==> config.mk <==
export PLATFORM = sky130hd
export DESIGN_NAME = sha256_main_compress
export DESIGN_NICKNAME = d
export VERILOG_FILES = /design/src/rtl/sha256_pkg.sv /design/src/rtl/sha256_regx.sv /design/src/rtl/sha256_round.sv /design/src/rtl/sha256_main_compress.sv
export SDC_FILE = /design/constraint.sdc
export NUM_CORES = 2
export LEC_CHECK = 0
export CORE_ASPECT_RATIO = 0.6
export CORE_MARGIN = 2
export CORE_UTILIZATION = 45
export CTS_BUF_LIST = sky130_fd_sc_hd__clkbuf_2
export CTS_CLUSTER_SIZE = 25
export DETAILED_ROUTE_END_ITERATION = 16
export PLACE_DENSITY = 0.69
export SYNTH_ARGS = -nofsm -noshare
export SYNTH_HDL_FRONTEND = slang
export SYNTH_SLANG_ARGS = --single-unit
export TNS_END_PERCENT = 10
==> constraint.sdc <==
create_clock -name clk -period 9.6 [get_ports clk]
set_input_delay 2.4 -clock clk [delete_from_list [all_inputs] [get_ports clk]]
set_output_delay 2.4 -clock clk [all_outputs]
set_load 0.02 [all_outputs]
==> src/rtl/sha256_pkg.sv <==
// sha256_pkg: shared SHA-256 definitions.
//   - HASH_INIT0..7: standard initial hash words.
//     sha256_main_calhash uses the same constants.
//   - K_TAB / k_val(): the 64 round constants.
//   - state_t: compression FSM states.
//   - work_t: working variables a..h, with a in the most significant word.
//   - Σ0, Σ1, σ0, σ1, Ch and Maj helper functions.
package sha256_pkg;

  localparam logic [31:0] HASH_INIT0 = 32'h6a09e667;
  localparam logic [31:0] HASH_INIT1 = 32'hbb67ae85;
  localparam logic [31:0] HASH_INIT2 = 32'h3c6ef372;
  localparam logic [31:0] HASH_INIT3 = 32'ha54ff53a;
  localparam logic [31:0] HASH_INIT4 = 32'h510e527f;
  localparam logic [31:0] HASH_INIT5 = 32'h9b05688c;
  localparam logic [31:0] HASH_INIT6 = 32'h1f83d9ab;
  localparam logic [31:0] HASH_INIT7 = 32'h5be0cd19;

  localparam logic [255:0] HASH_INIT_ALL = {HASH_INIT0, HASH_INIT1, HASH_INIT2, HASH_INIT3,
                                            HASH_INIT4, HASH_INIT5, HASH_INIT6, HASH_INIT7};

  localparam logic [31:0] K_TAB [0:63] = '{
    32'h428a2f98, 32'h71374491, 32'hb5c0fbcf, 32'he9b5dba5,
    32'h3956c25b, 32'h59f111f1, 32'h923f82a4, 32'hab1c5ed5,
    32'hd807aa98, 32'h12835b01, 32'h243185be, 32'h550c7dc3,
    32'h72be5d74, 32'h80deb1fe, 32'h9bdc06a7, 32'hc19bf174,
    32'he49b69c1, 32'hefbe4786, 32'h0fc19dc6, 32'h240ca1cc,
    32'h2de92c6f, 32'h4a7484aa, 32'h5cb0a9dc, 32'h76f988da,
    32'h983e5152, 32'ha831c66d, 32'hb00327c8, 32'hbf597fc7,
    32'hc6e00bf3, 32'hd5a79147, 32'h06ca6351, 32'h14292967,
    32'h27b70a85, 32'h2e1b2138, 32'h4d2c6dfc, 32'h53380d13,
    32'h650a7354, 32'h766a0abb, 32'h81c2c92e, 32'h92722c85,
    32'ha2bfe8a1, 32'ha81a664b, 32'hc24b8b70, 32'hc76c51a3,
    32'hd192e819, 32'hd6990624, 32'hf40e3585, 32'h106aa070,
    32'h19a4c116, 32'h1e376c08, 32'h2748774c, 32'h34b0bcb5,
    32'h391c0cb3, 32'h4ed8aa4a, 32'h5b9cca4f, 32'h682e6ff3,
    32'h748f82ee, 32'h78a5636f, 32'h84c87814, 32'h8cc70208,
    32'h90befffa, 32'ha4506ceb, 32'hbef9a3f7, 32'hc67178f2
  };

  typedef enum logic [1:0] {
    IDLE  = 2'd0,
    ROUND = 2'd1,
    DONE  = 2'd2
  } state_t;

  typedef struct packed {
    logic [31:0] a;
    logic [31:0] b;
    logic [31:0] c;
    logic [31:0] d;
    logic [31:0] e;
    logic [31:0] f;
    logic [31:0] g;
    logic [31:0] h;
  } work_t;

  function automatic logic [31:0] k_val(input logic [5:0] t);
    return K_TAB[t];
  endfunction

  function automatic logic [31:0] ror(input logic [31:0] x, input int n);
    return (x >> n) | (x << (32 - n));
  endfunction

  // Σ0 and Σ1 mix the working variables.
  function automatic logic [31:0] bsig0(input logic [31:0] x);
    return ror(x, 2) ^ ror(x, 13) ^ ror(x, 22);
  endfunction

  function automatic logic [31:0] bsig1(input logic [31:0] x);
    return ror(x, 6) ^ ror(x, 11) ^ ror(x, 25);
  endfunction

  // σ0 and σ1 mix the message schedule.
  function automatic logic [31:0] ssig0(input logic [31:0] x);
    return ror(x, 7) ^ ror(x, 18) ^ (x >> 3);
  endfunction

  function automatic logic [31:0] ssig1(input logic [31:0] x);
    return ror(x, 17) ^ ror(x, 19) ^ (x >> 10);
  endfunction

  function automatic logic [31:0] ch(input logic [31:0] x, input logic [31:0] y,
                                     input logic [31:0] z);
    return (x & y) ^ (~x & z);
  endfunction

  function automatic logic [31:0] maj(input logic [31:0] x, input logic [31:0] y,
                                      input logic [31:0] z);
    return (x & y) ^ (x & z) ^ (y & z);
  endfunction

endpackage

==> src/rtl/sha256_regx.sv <==
// sha256_regx: enable register with an asynchronous active-low reset.
//   clk     : system clock, rising edge
//   reset_n : asynchronous reset; loads RST_VAL
//   en      : q loads d at the clock edge when en is high
//   d       : next value
//   q       : registered value
module sha256_regx #(
  parameter int             W       = 32,
  parameter logic [W-1:0]   RST_VAL = '0
) (
  input  logic         clk,
  input  logic         reset_n,
  input  logic         en,
  input  logic [W-1:0] d,
  output logic [W-1:0] q
);

  always_ff @(posedge clk or negedge reset_n) begin
    if (!reset_n) begin
      q <= RST_VAL;
    end else if (en) begin
      q <= d;
    end
  end

endmodule

==> src/rtl/sha256_round.sv <==
// sha256_round: one SHA-256 compression round. This module is purely
// combinational.
//   st_i : working variables a..h before the round
//   kt_i : round constant K[t]
//   wt_i : message schedule word W[t]
//   st_o : working variables a..h after the round
module sha256_round
  import sha256_pkg::*;
(
  input  work_t       st_i,
  input  logic [31:0] kt_i,
  input  logic [31:0] wt_i,
  output work_t       st_o
);

  logic [31:0] t1;
  logic [31:0] t2;

  assign t1 = st_i.h + bsig1(st_i.e) + ch(st_i.e, st_i.f, st_i.g) + kt_i + wt_i;
  assign t2 = bsig0(st_i.a) + maj(st_i.a, st_i.b, st_i.c);

  assign st_o.a = t1 + t2;
  assign st_o.b = st_i.a;
  assign st_o.c = st_i.b;
  assign st_o.d = st_i.c;
  assign st_o.e = st_i.d + t1;
  assign st_o.f = st_i.e;
  assign st_o.g = st_i.f;
  assign st_o.h = st_i.g;

endmodule

==> src/rtl/sha256_main_compress.sv <==
// sha256_main_compress: iterative SHA-256 compression of one 512-bit block.
// Every start reloads a..h from HASH_INIT0..7, so each block is hashed on
// its own.
//
// Ports:
//   clk        : system clock, rising edge
//   reset_n    : asynchronous active-low reset
//   start      : begin a block; sampled only in IDLE
//   block      : padded block, [511:480]=W0 .. [31:0]=W15
//   busy       : high in ROUND and DONE
//   a..h       : working variables, registered
//   hash_en    : one-cycle strobe; a..h hold the final round values
//   dbg_state  : current FSM state, for debug and checkers
//
// Handshake: start acts as a request, and the engine accepts it only when busy
// is low (IDLE). A start raised while busy is ignored, and block is not
// sampled. If start stays high, one block is accepted every ROUNDS+2 cycles.
//
// Build option SHA256_COMPRESS_UNROLL2_EN chains two rounds per clock.
// ROUND then lasts ROUNDS/2 cycles, so ROUNDS must be even. The final a..h
// values are the same in both builds.
module sha256_main_compress
  import sha256_pkg::*;
#(
  parameter int ROUNDS = 64
) (
  input  logic         clk,
  input  logic         reset_n,
  input  logic         start,
  input  logic [511:0] block,
  output logic         busy,
  output logic [31:0]  a,
  output logic [31:0]  b,
  output logic [31:0]  c,
  output logic [31:0]  d,
  output logic [31:0]  e,
  output logic [31:0]  f,
  output logic [31:0]  g,
  output logic [31:0]  h,
  output logic         hash_en,
  output logic [1:0]   dbg_state
);

`ifdef SHA256_COMPRESS_UNROLL2_EN
  localparam int STEP = 2;
`else
  localparam int STEP = 1;
`endif
  // t value during the last ROUND cycle.
  localparam logic [6:0] LAST_T = 7'(ROUNDS - STEP);

  state_t             state_q, state_d;
  logic [6:0]         t_q, t_d;
  work_t              work_q, work_d;
  logic               work_en;
  // W window: win_q[0] is W[t], the word consumed this cycle.
  logic [15:0][31:0]  win_q, win_d;
  logic               win_en;
  work_t              rnd0_out;
  work_t              rnd_out;
  logic [31:0]        new_w0;

  // Next schedule word: W[t+16] = σ1(W[t+14]) + W[t+9] + σ0(W[t+1]) + W[t].
  assign new_w0 = ssig1(win_q[14]) + win_q[9] + ssig0(win_q[1]) + win_q[0];

  sha256_round u_round0 (
    .st_i (work_q),
    .kt_i (k_val(t_q[5:0])),
    .wt_i (win_q[0]),
    .st_o (rnd0_out)
  );

`ifdef SHA256_COMPRESS_UNROLL2_EN
  logic [31:0] new_w1;

  // W[t+17] uses only words that are already in the window.
  assign new_w1 = ssig1(win_q[15]) + win_q[10] + ssig0(win_q[2]) + win_q[1];

  sha256_round u_round1 (
    .st_i (rnd0_out),
    .kt_i (k_val(t_q[5:0] + 6'd1)),
    .wt_i (win_q[1]),
    .st_o (rnd_out)
  );
`else
  assign rnd_out = rnd0_out;
`endif

  always_comb begin
    state_d = state_q;
    t_d     = t_q;
    work_en = 1'b0;
    work_d  = work_q;
    win_en  = 1'b0;
    win_d   = win_q;
    case (state_q)
      IDLE: begin
        if (start) begin
          state_d = ROUND;
          t_d     = '0;
          work_en = 1'b1;
          work_d  = work_t'(HASH_INIT_ALL);
          win_en  = 1'b1;
          for (int i = 0; i < 16; i++) begin
            win_d[i] = block[511 - 32*i -: 32];
          end
        end
      end
      ROUND: begin
        work_en = 1'b1;
        work_d  = rnd_out;
        win_en  = 1'b1;
`ifdef SHA256_COMPRESS_UNROLL2_EN
        for (int i = 0; i < 14; i++) begin
          win_d[i] = win_q[i+2];
        end
        win_d[14] = new_w0;
        win_d[15] = new_w1;
`else
        for (int i = 0; i < 15; i++) begin
          win_d[i] = win_q[i+1];
        end
        win_d[15] = new_w0;
`endif
        if (t_q == LAST_T) begin
          state_d = DONE;
          t_d     = '0;
        end else begin
          t_d = t_q + 7'(STEP);
        end
      end
      DONE: begin
        state_d = IDLE;
      end
      default: begin
        state_d = IDLE;
      end
    endcase
  end

  always_ff @(posedge clk or negedge reset_n) begin
    if (!reset_n) begin
      state_q <= IDLE;
      t_q     <= '0;
    end else begin
      state_q <= state_d;
      t_q     <= t_d;
    end
  end

  sha256_regx #(.W(256), .RST_VAL(HASH_INIT_ALL)) u_work_reg (
    .clk     (clk),
    .reset_n (reset_n),
    .en      (work_en),
    .d       (work_d),
    .q       (work_q)
  );

  sha256_regx #(.W(512), .RST_VAL('0)) u_win_reg (
    .clk     (clk),
    .reset_n (reset_n),
    .en      (win_en),
    .d       (win_d),
    .q       (win_q)
  );

  // Both status outputs decode the state flop directly, so they are glitch-free.
  assign busy      = (state_q != IDLE);
  assign hash_en   = (state_q == DONE);
  assign dbg_state = state_q;

  assign a = work_q.a;
  assign b = work_q.b;
  assign c = work_q.c;
  assign d = work_q.d;
  assign e = work_q.e;
  assign f = work_q.f;
  assign g = work_q.g;
  assign h = work_q.h;

endmodule

* Word level (Yosys, flattened, before mapping) *
Memory sizes are Yosys's and may differ from the RTL's.
Cells that the tools add are included.

operators by class
  add/subtract/negate cells = 11
  $mul = 0
  div/mod/pow operators = 0
  $lt $le $gt $ge = 1
  equal/unequal tests = 5
  shifts and indexed selects = 0
  mux-type cells = 14
  bitwise gates (word level) = 28
  reduce and logical (&&, ||, !) cells = 6

operators with widths
  cell                   number
  $pmux W512 S2          1
  $mux W512              1
  $pmux W256 S2          1
  $add A32 B32 Y32       10
  $xor A32 B32 Y32       9
  $mux W256              1
  $and A32 B32 Y32       5
  $mux W32               2
  $not A32 Y32           1
  $or A10 B32 Y32        1
  $or A13 B32 Y32        1
  $or A14 B32 Y32        1
  $or A15 B32 Y32        1
  $or A19 B32 Y32        1
  $or A21 B32 Y32        1
  $or A25 B32 Y32        1
  $or A26 B32 Y32        1
  $or A30 B32 Y32        1
  $or A7 B32 Y32         1
  $xor A32 B22 Y32       1
  $xor A32 B29 Y32       1
  $mux W7                2
  $pmux W7 S2            1
  $add A7 B1 Y7 const B  1
  14 further kinds       18

word-level totals
  bits in registers = 777
  bits in latches = 0
  memory bits (writable) = 0
  bits in read-only memories = 2048
  input port bits = 515
  output and inout port bits = 260
  word-level logic and storage cells = 70
  memories kept = 1

memory list
  memory           words  width  read ports  clocked after Yosys merged registers in  write ports  line              RTL
  (no name shown)  64     32     1           0                                        0            sha256_pkg.sv:59  return K_TAB[t];

* Longest topological paths before layout *
  depth in word-level cells = 9
  depth in mapped cells = 41
  gate-level depth less buffers = 39

* By module *
Synthesis repeated with hierarchy kept, for this count alone.

unflattened totals
  cell total of the unflattened synthesis = 6419
  area total of the unflattened synthesis = 60083.9 um^2

by module, submodules not included
  module                    instances  cells an instance  area an instance (um^2)  seq. area each (um^2)
  sha256_main_compress      1          3465               20168.1                  225.2
  sha256_regx (u_win_reg)   1          1081               19220.9                  12812.3
  sha256_round              1          1333               10930.5                  0.0
  sha256_regx (u_work_reg)  1          540                9764.4                   6576.3

* Worst setup path after synthesis *
No wires, ideal clock.

  kind = flip-flop to flip-flop
  start = reg t_q[1]
  end = reg u_work_reg.q[252]
  library setup time = 0.129 ns
  arrival = 8.577 ns
  required time = 9.471 ns
  setup slack = 0.894 ns
  stages on the path, launching flop included = 38
  buffers on the path = 3
  period minus slack after synthesis = 8.706 ns
  cells stage by stage = dfrtp_1 -> clkbuf_1 -> clkinv_1 -> ha_1 -> clkbuf_1 -> or2_2 -> clkbuf_1 -> nand3_1 -> o31ai_1 -> mux4_2 -> fa_1 -> fa_1 -> fa_1 -> inv_1 -> ha_1 -> inv_1 -> fa_1 -> nor2b_1 -> (+2 left out) -> o31a_1 -> nor2_1 -> nor2_1 -> o21bai_1 -> a21oi_1 -> xnor2_1 -> fa_1 -> ha_1 -> a21o_1 -> a21oi_1 -> o21ai_0 -> a21o_1 -> o211a_1 -> a221o_1 -> nor3b_1 -> a311oi_1 -> xor2_1 -> o21ai_1

on the way
  word-level cells in the longest chain between the ends = 8

RTL lines
  what                                         line                         RTL
  start: declaration                           sha256_main_compress.sv:53   logic [6:0] t_q, t_d;
  start signal: assignment                     sha256_main_compress.sv:147  t_q <= t_d;
  $not A6 Y7 (implied by the code)             sha256_pkg.sv:59
  $mem_v2 Z64 W32                              n/a
  $mux W32 (implied by the code) (2 in a row)  sha256_pkg.sv:59
  $add A32 B32 Y32 (2 in a row)                sha256_round.sv:19           assign t1 = st_i.h + bsig1(st_i.e) + ch(st_i.e, st_i.f, st_i.g) + kt_i + wt_i;
  $add A32 B32 Y32                             sha256_round.sv:22           assign st_o.a = t1 + t2;
  $pmux W256 S2                                sha256_main_compress.sv:96   case (state_q)
  end signal: assignment                       sha256_regx.sv:20            q <= RST_VAL;
  end signal: assignment                       sha256_regx.sv:22            q <= d;
  end: declaration                             sha256_regx.sv:15            output logic [W-1:0] q

Every way passes these cells. The select of a mux whose other input is x is not followed.
A chain may end at the register's enable or synchronous reset.

* Worst setup path after layout *
  start = reg t_q[0]
  end = reg u_work_reg.q[255]

The elaborated chain is that of the path after synthesis.

==> metrics.yaml <==
htreeDepth: 4
ios: 775
cp.arrival_ns: 10.61
die-area_mm2: 0.110
root_buffer: "clkbuf_2"
synth_compound_area_share_pct: 18.6
final_hold_viol_count: 0
seq_area_mm2: 0.0196
path_common_cell: "fa_1"
layout_common_cells: "1114 x nand2_1, 773 x clkdlybuf4s50_1, 640 x nor2_1"
num_vias: 46300
worstSkewPairLatency_ns: 1.69
synthAdderAreaFrac_pct: 12.0
worst_pin_slew_ns: 1.21
holdCritStartpoint: "u_win_reg.q[485]"
cp_slowest_cell: "nor2b_1"
syn_inst: 5464
cts_tree: "built"
dpl.cell_count: 7428
dp_hpwl_um: 170000
antenna_found_initial: 40
dieWidth_um: 426
synthXorXnorAreaFrac_pct: 6.61
ant_nets: 0
gp_congestion: 1.07
routedWlPerCell_um: 28.3
period_minus_slack_ns: 9.07
nets: 7053
drt_first_pass_iters: 5
synth_top_family_by_area: "compound AO/OA/AOI/OAI gates"
ys_warn_count: 0
placed_cell_area_mm2: 0.0579
fillCellCount: 9724
slowest_delay_ns: 0.78
grt_max_degree: 240
via_per_inst: 5.95
synth-async-reset-ratio_pct: 100
criticalPathCategory: "register to register"
layout_commonest_cell: "nand2_1"
fin_hold_ws_ns: 0.498
avgSynthCellArea_um2: 8.80
finalSetupViolCount: 0
cp.required_ns: 11.14
slew_viol_final: 0
instances_no_fill: 7782
outcome: "finished, final reports clean"
drc: 0
cts_hold_buffers: 0
hold_path_class: "register to register"
rsz0062_at_grt: "false"
period_share_pct: 94.5
cp_max_fo: 10
fin_area_mm2: 0.0596
clock_path_buffers: 3
rows: 92
maxSlewHeadroom_pct: 19.6
portBuffers: 774
r2r_start: "t_q[0]"
grt_pass1_vias: 43400
ctsResizeCount: 0
cp-startpoint: "t_q[0]"
max_freq_ghz: 0.110
initial_utilization_pct: 45.6
gr-usage-all-layers_pct: 39.6
yosys.area_share.simple_pct: 15.8
synth_edf_count: 0
final_layout_size_suffix_gt1_share_pct: 11.2
drt-initial-drc-count: 6630
synth.net_count: 6311
synth.distinct_cells: 74
end_kind: "register"
crit_family: "adder cells"
synth_seq_cells: 777
cts_setup_buffers: 0
seq_area_frac_synth_pct: 40.8
area_growth_pct: 24.0
die_y_um: 257
crit_path_start_kind: "register"
path_buf_inv: 4
routed_wl_um: 220000
synthesis.area_mm2: 0.0481
synth_ff_type: "dfrtp_1"
multi_input_area_mm2: 0.0261
numCtsBuffers: 186
gr-total-overflow: 0
clk_pin_slew_worst_paths_ns: 0.14
synth_mux_area_share_pct: 1.14
coreArea_mm2: 0.105
cts.sinks: 777
finClkSkew_ns: 0.129
drv_cap: 0
grt_pass1_wl_um: 313000
fin_setup_tns_ns: 0
==> stage by stage <==
stage          util [%]  setup slack, ns
5_1_grt            56.6            0.183
2_1_floorplan         -            0.894
6_report           56.6            0.532
4_1_cts            56.5            0.732
3_5_place_dp       54.9            0.727
3_3_place_gp       54.9            0.829
==> flip-flops by register name (all words and copies together) (netlist names) <==
| name | cells |
|---|---|
| u_work_reg.q | 256 |
| t_q | 7 |
| dbg_state | 2 |
| u_win_reg.q | 512 |
==> final timing paths <==
check | endpoint | slack [ns] | depth (start not counted)
min in group asynchronous | u_work_reg.q[16] | 0.81 | 1
worst max register to register | u_work_reg.q[255] | 0.53 | 32
worst max-delay path | u_work_reg.q[255] | 0.53 | 32
worst min-delay path | u_win_reg.q[485] | 0.50 | 2
max in group asynchronous | u_work_reg.q[252] | 6.98 | 3
worst min register to register | u_win_reg.q[485] | 0.50 | 2
==> final cells by class <==
cell class | count | share of cell area (%)
clock inverters | 53 | 0.621
clock buffers | 267 | 2.24
diodes | 34 | 0.143
well taps | 1410 | 2.96
multi-input cells | 4040 | 43.7
flip-flops and latches | 777 | 32.9
inverters | 195 | 1.23
repair buffers | 1006 | 16.2
==> worst min-delay path, stage by stage (launching register included) <==
cell     delay, ns
dfrtp_1       0.37
nand2_1       0.05
o21ai_0       0.06
==> cells in the mapped netlist (21+ instances only) <==
| cell type | n | area, um2 |
|---|---|---|
| fa_1 | 187 | 3740 |
| a21oi_1 | 208 | 1040 |
| nor3_1 | 32 | 160 |
| o22a_1 | 111 | 972 |
| nand2_1 | 1114 | 4180 |
| xor2_1 | 75 | 657 |
| ha_1 | 145 | 1810 |
| dfstp_2 | 136 | 3570 |
| nor2_1 | 641 | 2410 |
| o21ai_0 | 172 | 861 |
| xnor2_1 | 288 | 2520 |
| clkbuf_1 | 425 | 1600 |
| maj3_1 | 21 | 210 |
| dfrtp_1 | 641 | 16000 |
| mux2_2 | 23 | 259 |
| nand2b_1 | 25 | 156 |
| a22o_1 | 90 | 788 |
| a211oi_1 | 27 | 203 |
| a21o_1 | 72 | 541 |
| nand3_1 | 36 | 180 |
| inv_1 | 193 | 724 |
| buf_1 | 27 | 101 |
| a31oi_1 | 498 | 3120 |
==> logic make-up after synthesis <==
logic type,after synthesis
AND/OR/NAND/NOR,1928
adder cells (fa/ha/maj),353
XOR/XNOR,363
AO/OA/AOI/OAI,1354
flip-flops,777
buffers and inverters,647
multiplexers,42
==> layer usage <==
| metal | up-vias | GRT usage [%] | wire [um] |
|---|---|---|---|
| met5 | - | 0 | 149 |
| met1 | 23100 | 60.1 | 97900 |
| met3 | 320 | 16.9 | 32000 |
| met4 | 24 | 11.2 | 5690 |
| li1 | 20200 | - | - |
| met2 | 2643 | 50.1 | 84400 |
Power is left out: the tool's default activity adds up to more than one toggle a clock period on the data nets, which glitch-free logic cannot reach.
